**src/rtl/regfile_mp.sv**
```systemverilog
// Register file with one write port, two combinational read ports, pending bits and a clear sequencer.
// Define REGFILE_BYPASS_EN to forward an accepted write to the read ports in the same cycle.
module regfile_mp #(
  parameter int WIDTH = 16,
  parameter int DEPTH = 8
) (
  input  logic                       clk,
  input  logic                       rst_n,
  input  logic [WIDTH-1:0]           w_data,
  input  logic [$clog2(DEPTH)-1:0]   w_addr,
  input  logic                       w_en,
  input  logic [$clog2(DEPTH)-1:0]   ra_addr,
  output logic [WIDTH-1:0]           ra_data,
  input  logic [$clog2(DEPTH)-1:0]   rb_addr,
  output logic [WIDTH-1:0]           rb_data,
  input  logic                       pend_set,
  input  logic [$clog2(DEPTH)-1:0]   pend_addr,
  output logic                       pend_a,
  output logic                       pend_b,
  input  logic                       clr_start,
  output logic                       busy,
  output logic                       clr_done
);
  localparam int AW = $clog2(DEPTH);

  typedef enum logic [1:0] {IDLE, CLEAR, DONE} state_t;

  state_t           state_q, state_d;
  logic [AW:0]      cnt_q, cnt_d;
  logic [WIDTH-1:0] regs_q [DEPTH];
  logic [WIDTH-1:0] regs_d [DEPTH];
  logic [DEPTH-1:0] pend_q, pend_d;
  logic             wr_acc;

  assign busy     = (state_q != IDLE);
  assign clr_done = (state_q == DONE);
  assign wr_acc   = w_en & ~busy;

  always_comb begin
    state_d = state_q;
    cnt_d   = cnt_q;
    regs_d  = regs_q;
    pend_d  = pend_q;
    case (state_q)
      IDLE: begin
        if (clr_start) begin
          state_d = CLEAR;
          cnt_d   = '0;
        end
      end
      CLEAR: begin
        regs_d[cnt_q[AW-1:0]] = '0;
        pend_d[cnt_q[AW-1:0]] = 1'b0;
        cnt_d = cnt_q + 1'b1;
        if (cnt_q == (AW+1)'(DEPTH-1)) state_d = DONE;
      end
      DONE:    state_d = IDLE;
      default: state_d = IDLE;
    endcase
    if (wr_acc) begin
      regs_d[w_addr] = w_data;
      pend_d[w_addr] = 1'b0;
    end
    // Applied after the write clear so a same-address set wins.
    if (pend_set && !busy) pend_d[pend_addr] = 1'b1;
  end

  always_ff @(posedge clk or negedge rst_n) begin
    if (!rst_n) begin
      state_q <= IDLE;
      cnt_q   <= '0;
      pend_q  <= '0;
      for (int i = 0; i < DEPTH; i++) regs_q[i] <= '0;
    end else begin
      state_q <= state_d;
      cnt_q   <= cnt_d;
      pend_q  <= pend_d;
      for (int i = 0; i < DEPTH; i++) regs_q[i] <= regs_d[i];
    end
  end

`ifdef REGFILE_BYPASS_EN
  logic hit_a, hit_b;
  assign hit_a   = wr_acc && (ra_addr == w_addr);
  assign hit_b   = wr_acc && (rb_addr == w_addr);
  assign ra_data = hit_a ? w_data : regs_q[ra_addr];
  assign rb_data = hit_b ? w_data : regs_q[rb_addr];
  assign pend_a  = hit_a ? 1'b0 : pend_q[ra_addr];
  assign pend_b  = hit_b ? 1'b0 : pend_q[rb_addr];
`else
  assign ra_data = regs_q[ra_addr];
  assign rb_data = regs_q[rb_addr];
  assign pend_a  = pend_q[ra_addr];
  assign pend_b  = pend_q[rb_addr];
`endif

endmodule

```
**config.mk**
```make
export PLATFORM = sky130hd
export DESIGN_NAME = regfile_mp
export DESIGN_NICKNAME = d
export VERILOG_FILES = /design/src/rtl/regfile_mp.sv
export SDC_FILE = /design/constraint.sdc
export NUM_CORES = 1
export LEC_CHECK = 0
export CAP_MARGIN = 40
export CORE_MARGIN = 8
export CORE_UTILIZATION = 40
export CTS_CLUSTER_DIAMETER = 50
export DETAILED_ROUTE_END_ITERATION = 16
export GPL_TIMING_DRIVEN = 0
export PLACE_DENSITY = 0.59
export SYNTH_ARGS = -nofsm -noshare
export SYNTH_HDL_FRONTEND = slang
export SYNTH_SLANG_ARGS = --single-unit
export TNS_END_PERCENT = 100
```
**constraint.sdc**
```tcl
create_clock -name clk -period 2.3 [get_ports clk]
set_clock_uncertainty 0.2 [all_clocks]
set_input_delay 0.345 -clock clk [delete_from_list [all_inputs] [get_ports clk]]
set_output_delay 0.345 -clock clk [all_outputs]
set_load 0.05 [all_outputs]
```
======== Yosys cells after proc, flatten, opt, wreduce, memory -nomap -nowiden ========
Index checks and enable logic that the tools add are counted.
storage, ports and cells
  register bits ........................... 142
  input bits .............................. 33
  output and inout port bits .............. 36
  word-level logic and storage cells ...... 87
operators by class
  add/subtract/negate cells ............... 1
  magnitude comparators ................... 14
  equality and inequality tests ........... 5
  mux-type cells .......................... 31
  bitwise operators ....................... 13
  reduce and logical (&&, ||, !) cells .... 12
operator list
  cell                                                               number
  2-to-1 mux 128 bit                                                 2
  bitwise AND 128 bit                                                1
  bitwise mux 128 bit                                                1
  NOT 128 bit                                                        1
  binary-select mux 16 bit (select 3 bit)                            2
  demux 16 bit (select 3 bit)                                        2
  2-to-1 mux 16 bit                                                  6
  2-to-1 mux 8 bit                                                   3
  less-than comparator 3 x 4 -> 1 bit, second input constant         5
  bitwise AND 8 bit                                                  2
  greater-or-equal comparator 4 bit, second input constant           4
  NOT 3 -> 4 bit                                                     4
  NOT 8 bit                                                          2
  demux 1 bit (select 3 bit)                                         3
  greater-or-equal comparator 3 x 1 -> 1 bit, second input constant  3
  less-than comparator 4 x 1 -> 1 bit, second input constant         2
  bitwise OR 8 bit                                                   1
  one-hot mux 4 bit (2 select lines)                                 1
  binary-select mux 1 bit (select 3 bit)                             2
  logical AND 1 bit                                                  6
  2-to-1 mux 1 bit                                                   5
  adder 4 x 1 -> 4 bit, second input constant                        1
  == test 4 x 3 -> 1 bit, second input constant                      1
  2-to-1 mux 2 bit                                                   2
  other kinds (11)                                                   14

======== Depth between registers and ports, before layout ========
  depth in word-level cells ............... 11
  gate-level depth with buffers ........... 6
  depth with buffers taken out ............ 4

======== Least setup slack after synthesis ========
No wires, ideal clock.
  path kind ............................... in2out
  start ................................... input port ra_addr[0]
  end ..................................... output port ra_data[0]
  data arrival time ....................... 1.743 ns
  required time ........................... 1.755 ns
  path slack .............................. 0.012 ns
  stages on the path ...................... 4
  path buffers ............................ 2
  cell sequence ........................... buf_2 -> buf_2 -> mux4_2 -> mux2_2
between the ends
  cells in the longest elaborated chain, start to end .. 4
ends and longest elaborated chain
  element                                               RTL line  RTL
  start, declared                                       12        input logic [$clog2(DEPTH)-1:0] ra_addr,
  NOT 3 -> 4 bit (implied by the code)                  91        assign ra_data = regs_q[ra_addr];
  binary-select mux 16 bit (select 3 bit)               91
  2-to-1 mux 16 bit (implied by the code) (2 in a row)  91
  end, declared                                         13        output logic [WIDTH-1:0] ra_data,
No other way between the ends. The select of a mux whose other input is x is not followed.

======== Worst setup path in the final report ========
  start ................................... register regs_q[124] (netlist name)
  end ..................................... output port rb_data[12]
between the ends
  cells in the longest elaborated chain, start to end .. 3
ends and longest elaborated chain
  element                                               RTL line  RTL
  start, declared                                       30        logic [WIDTH-1:0] regs_q [DEPTH];
  binary-select mux 16 bit (select 3 bit)               92        assign rb_data = regs_q[rb_addr];
  2-to-1 mux 16 bit (implied by the code) (2 in a row)  92
  end, declared                                         15        output logic [WIDTH-1:0] rb_data,
No other way between the ends. The select of a mux whose other input is x is not followed.

==> flow_summary.toml <==
[logic_synthesis]
synth_edf_count = 0
seq_area_frac_synth = 0.4762
synth.area.mux_share = 0.2580
synth.most_common_cell = "dfrtp_1"
yosys-top-cells-count = "dfrtp_1, a22o_1, mux4_2"
synth_top_area_share = 0.4762
synth-simple-area-share = 0.04376
synth-async-reset-ratio = 1.000
synth_top_flop_cell = "dfrtp_1"
syn_area_sq_um = 7462
synth_fa_ha_area_frac = 0.001677
synth_seq_cells = 142
yosys_warnings = 0
syn_inst = 500
synthXorXnorAreaFrac = 0
yosysTopAreaCell = "dfrtp_1"
synth_cell_types = 38
synth.area.top_cells = "dfrtp_1, mux4_2, a22o_1"
synth_top_family_by_area = "multiplexers"
syn_nets = 534
synth_compound_area_frac = 0.1767
syn_avg_cell_area_sq_um = 14.92

[drt]
wl_mm = 23.38
drt_iter0_markers = 321
viasPerCell = 6.392
vias = 5427
drt_first_pass_iters = 5
post_drt_wl_per_cell_um = 27.54
postRouteAntennaNets = 0
drc = 0

[power]
vdd_drop_max_uv = 649.6
leakagePower_nw = 4.341
p_per_area_nw_per_um2 = 1171

[floorplanning]
core_sq_um = 18520
die_height_um = 152.6
fp.dieW_um = 152.6
rows = 50
ios = 69
die_area_sq_um = 23280
start_util = 0.4030

[cts]
ctsHtreeMaxLevel = 4
clock_path_buffers = 2
cts_sinks = 142
clkTransAtPathRegs_ps = 60
clkLatencyLatePin_ps = 420
root_buffer = "clkbuf_16"
cts_tree = "yes"
cts_buffers = 17

[status]
status = "complete, but fails checks"
violations = "negative setup slack"

[setup_path]
setup.worst_path.start = "regs_q[124]"
reg2reg_depth = 5
r2r_end = "regs_q[24]"
end_kind = "output port"
critical_path_arrival_ps = 1780
cp.required_ps = 1750
setup.worst_path.class = "flop to output port"
endpoint = "rb_data[12]"
critPathLaunchType = "flop"
r2r_setup_slack_ps = 50
cp_max_fo = 3
rr_startpoint = "cnt_q[0]"

[sta]
max_freq_mhz = 429.8
relSlewSlack = 0.5687
rsz0062_at_grt = "true"
setup_violations = 10
holdWs_ps = 170.4
hold_violations = 0
fin_crit_sh = 1.012
drv_slew = 0
tns_ps = -114.6
setup_ws_ps = -26.59
fin_crit_ps = 2327
tightest_slew_ps = 647.0

[placed_design]
dp_hpwl_mm = 14.76
post-place-cells = 781
post-place-ws_ps = -1196
gp_congestion = 0.7969
portBuffers = 46

[global_route]
grt_max_degree = 93
grt_use_total = 0.2009
grt_antenna_before_repair = 0
grt_pass1_wl_mm = 35.73
grt_pass1_vias = 5870
overflow = 0

[cells_and_area]
final_nets = 636
antenna_cells = 0
multi_input_area_sq_um = 3699
final_cells = 849
drive_gt1_frac = 0.4374
final-seq-area_sq_um = 3553
fill_cells = 1539
area_delta_synth_final_pct = 26.61

[flow_run]
drv_cap = 0

[hold_path]
hold_class = "input port to flop"
==> routing by layer <==
layer | GRT usage | part of all wire
met4 | 0.07917 | 0.028
met1 | 0.2583 | 0.42
met3 | 0.04368 | 0.057
met2 | 0.3257 | 0.49
met5 | 0 | 0
==> per-stage QoR <==
| stage | area (sq um) | utilization | total power [mW] |
|---|---|---|---|
| after floorplan | 7462 | - | 6.273 |
| after global placement | 8215 | 0.4436 | 7.345 |
| after detailed placement | 8244 | 0.4452 | 7.468 |
| after CTS | 9173 | 0.4953 | 10.76 |
| after global routing | 9448 | 0.5102 | 11.50 |
| final | 9448 | 0.5102 | 11.06 |
==> kinds of logic after synthesis <==
family / after synthesis
AO/OA/AOI/OAI: 151
AND/OR/NAND/NOR: 38
flip-flops: 142
buffers and inverters: 65
adder cells (fa/ha/maj): 1
multiplexers: 103
==> worst max-delay path, cell delays in order (launching register included) <==
cell	delay [ps]
dfrtp_1	410
mux4_2	500
mux2_4	290
buf_6	150
==> worst min-delay path by stage <==
stage | from | cells after the start | to
6_report | w_data[12] | 2 | regs_q[60]
5_1_grt | w_data[3] | 2 | regs_q[115]
4_1_cts | w_data[12] | 2 | regs_q[60]
3_5_place_dp | rst_n | 1 | regs_q[38]
3_3_place_gp | cnt_q[3] | 1 | state_q[1]
2_1_floorplan | rst_n | 0 | cnt_q[0]
==> what timing repair did <==
item	4_1_cts	5_1_grt
endpoints found under the hold margin	50	0
setup endpoints to repair	96	84
cloned	0	0
hold buffers	1	0
setup buffers	9	28
resized for setup	294	26
pin swaps	0	3
==> cell usage in the layout, fill, tap and decap left out, types with 7 or more instances in the layout <==
cell type,netlist,layout
buf_2,17,11
buf_6,6,36
buf_1,18,16
buf_8,0,9
mux2_4,0,21
dfrtp_1,142,142
buf_4,4,43
clkdlybuf4s50_1,0,9
mux2_2,35,14
clkbuf_16,0,17
mux4_2,68,68
clkbuf_2,0,7
a22o_1,135,135
==> sequential cells by signal, summed over array words and instances, names as in the netlist <==
register	flops
cnt_q	4
pend_q	8
regs_q	128
state_q	2
==> final cells by class <==
| type | instances | area share |
|---|---|---|
| buffer | 61 | 0.04423 |
| clock buffer | 22 | 0.05125 |
| clock inverter | 10 | 0.01682 |
| inverter | 2 | 0.0007946 |
| multi-input combinational | 293 | 0.3915 |
| sequential | 142 | 0.3761 |
| tap | 234 | 0.03099 |
| timing repair buffer | 85 | 0.08833 |
==> where the power goes <==
group	switching, mW	total [mW]	leakage [nW]	internal [mW]
Clock	1.10	3.02	0.312	1.93
Combinational	2.16	4.25	2.08	2.08
Sequential	0.574	3.79	1.95	3.22
Note: power is estimated with default switching activity, not from simulation.
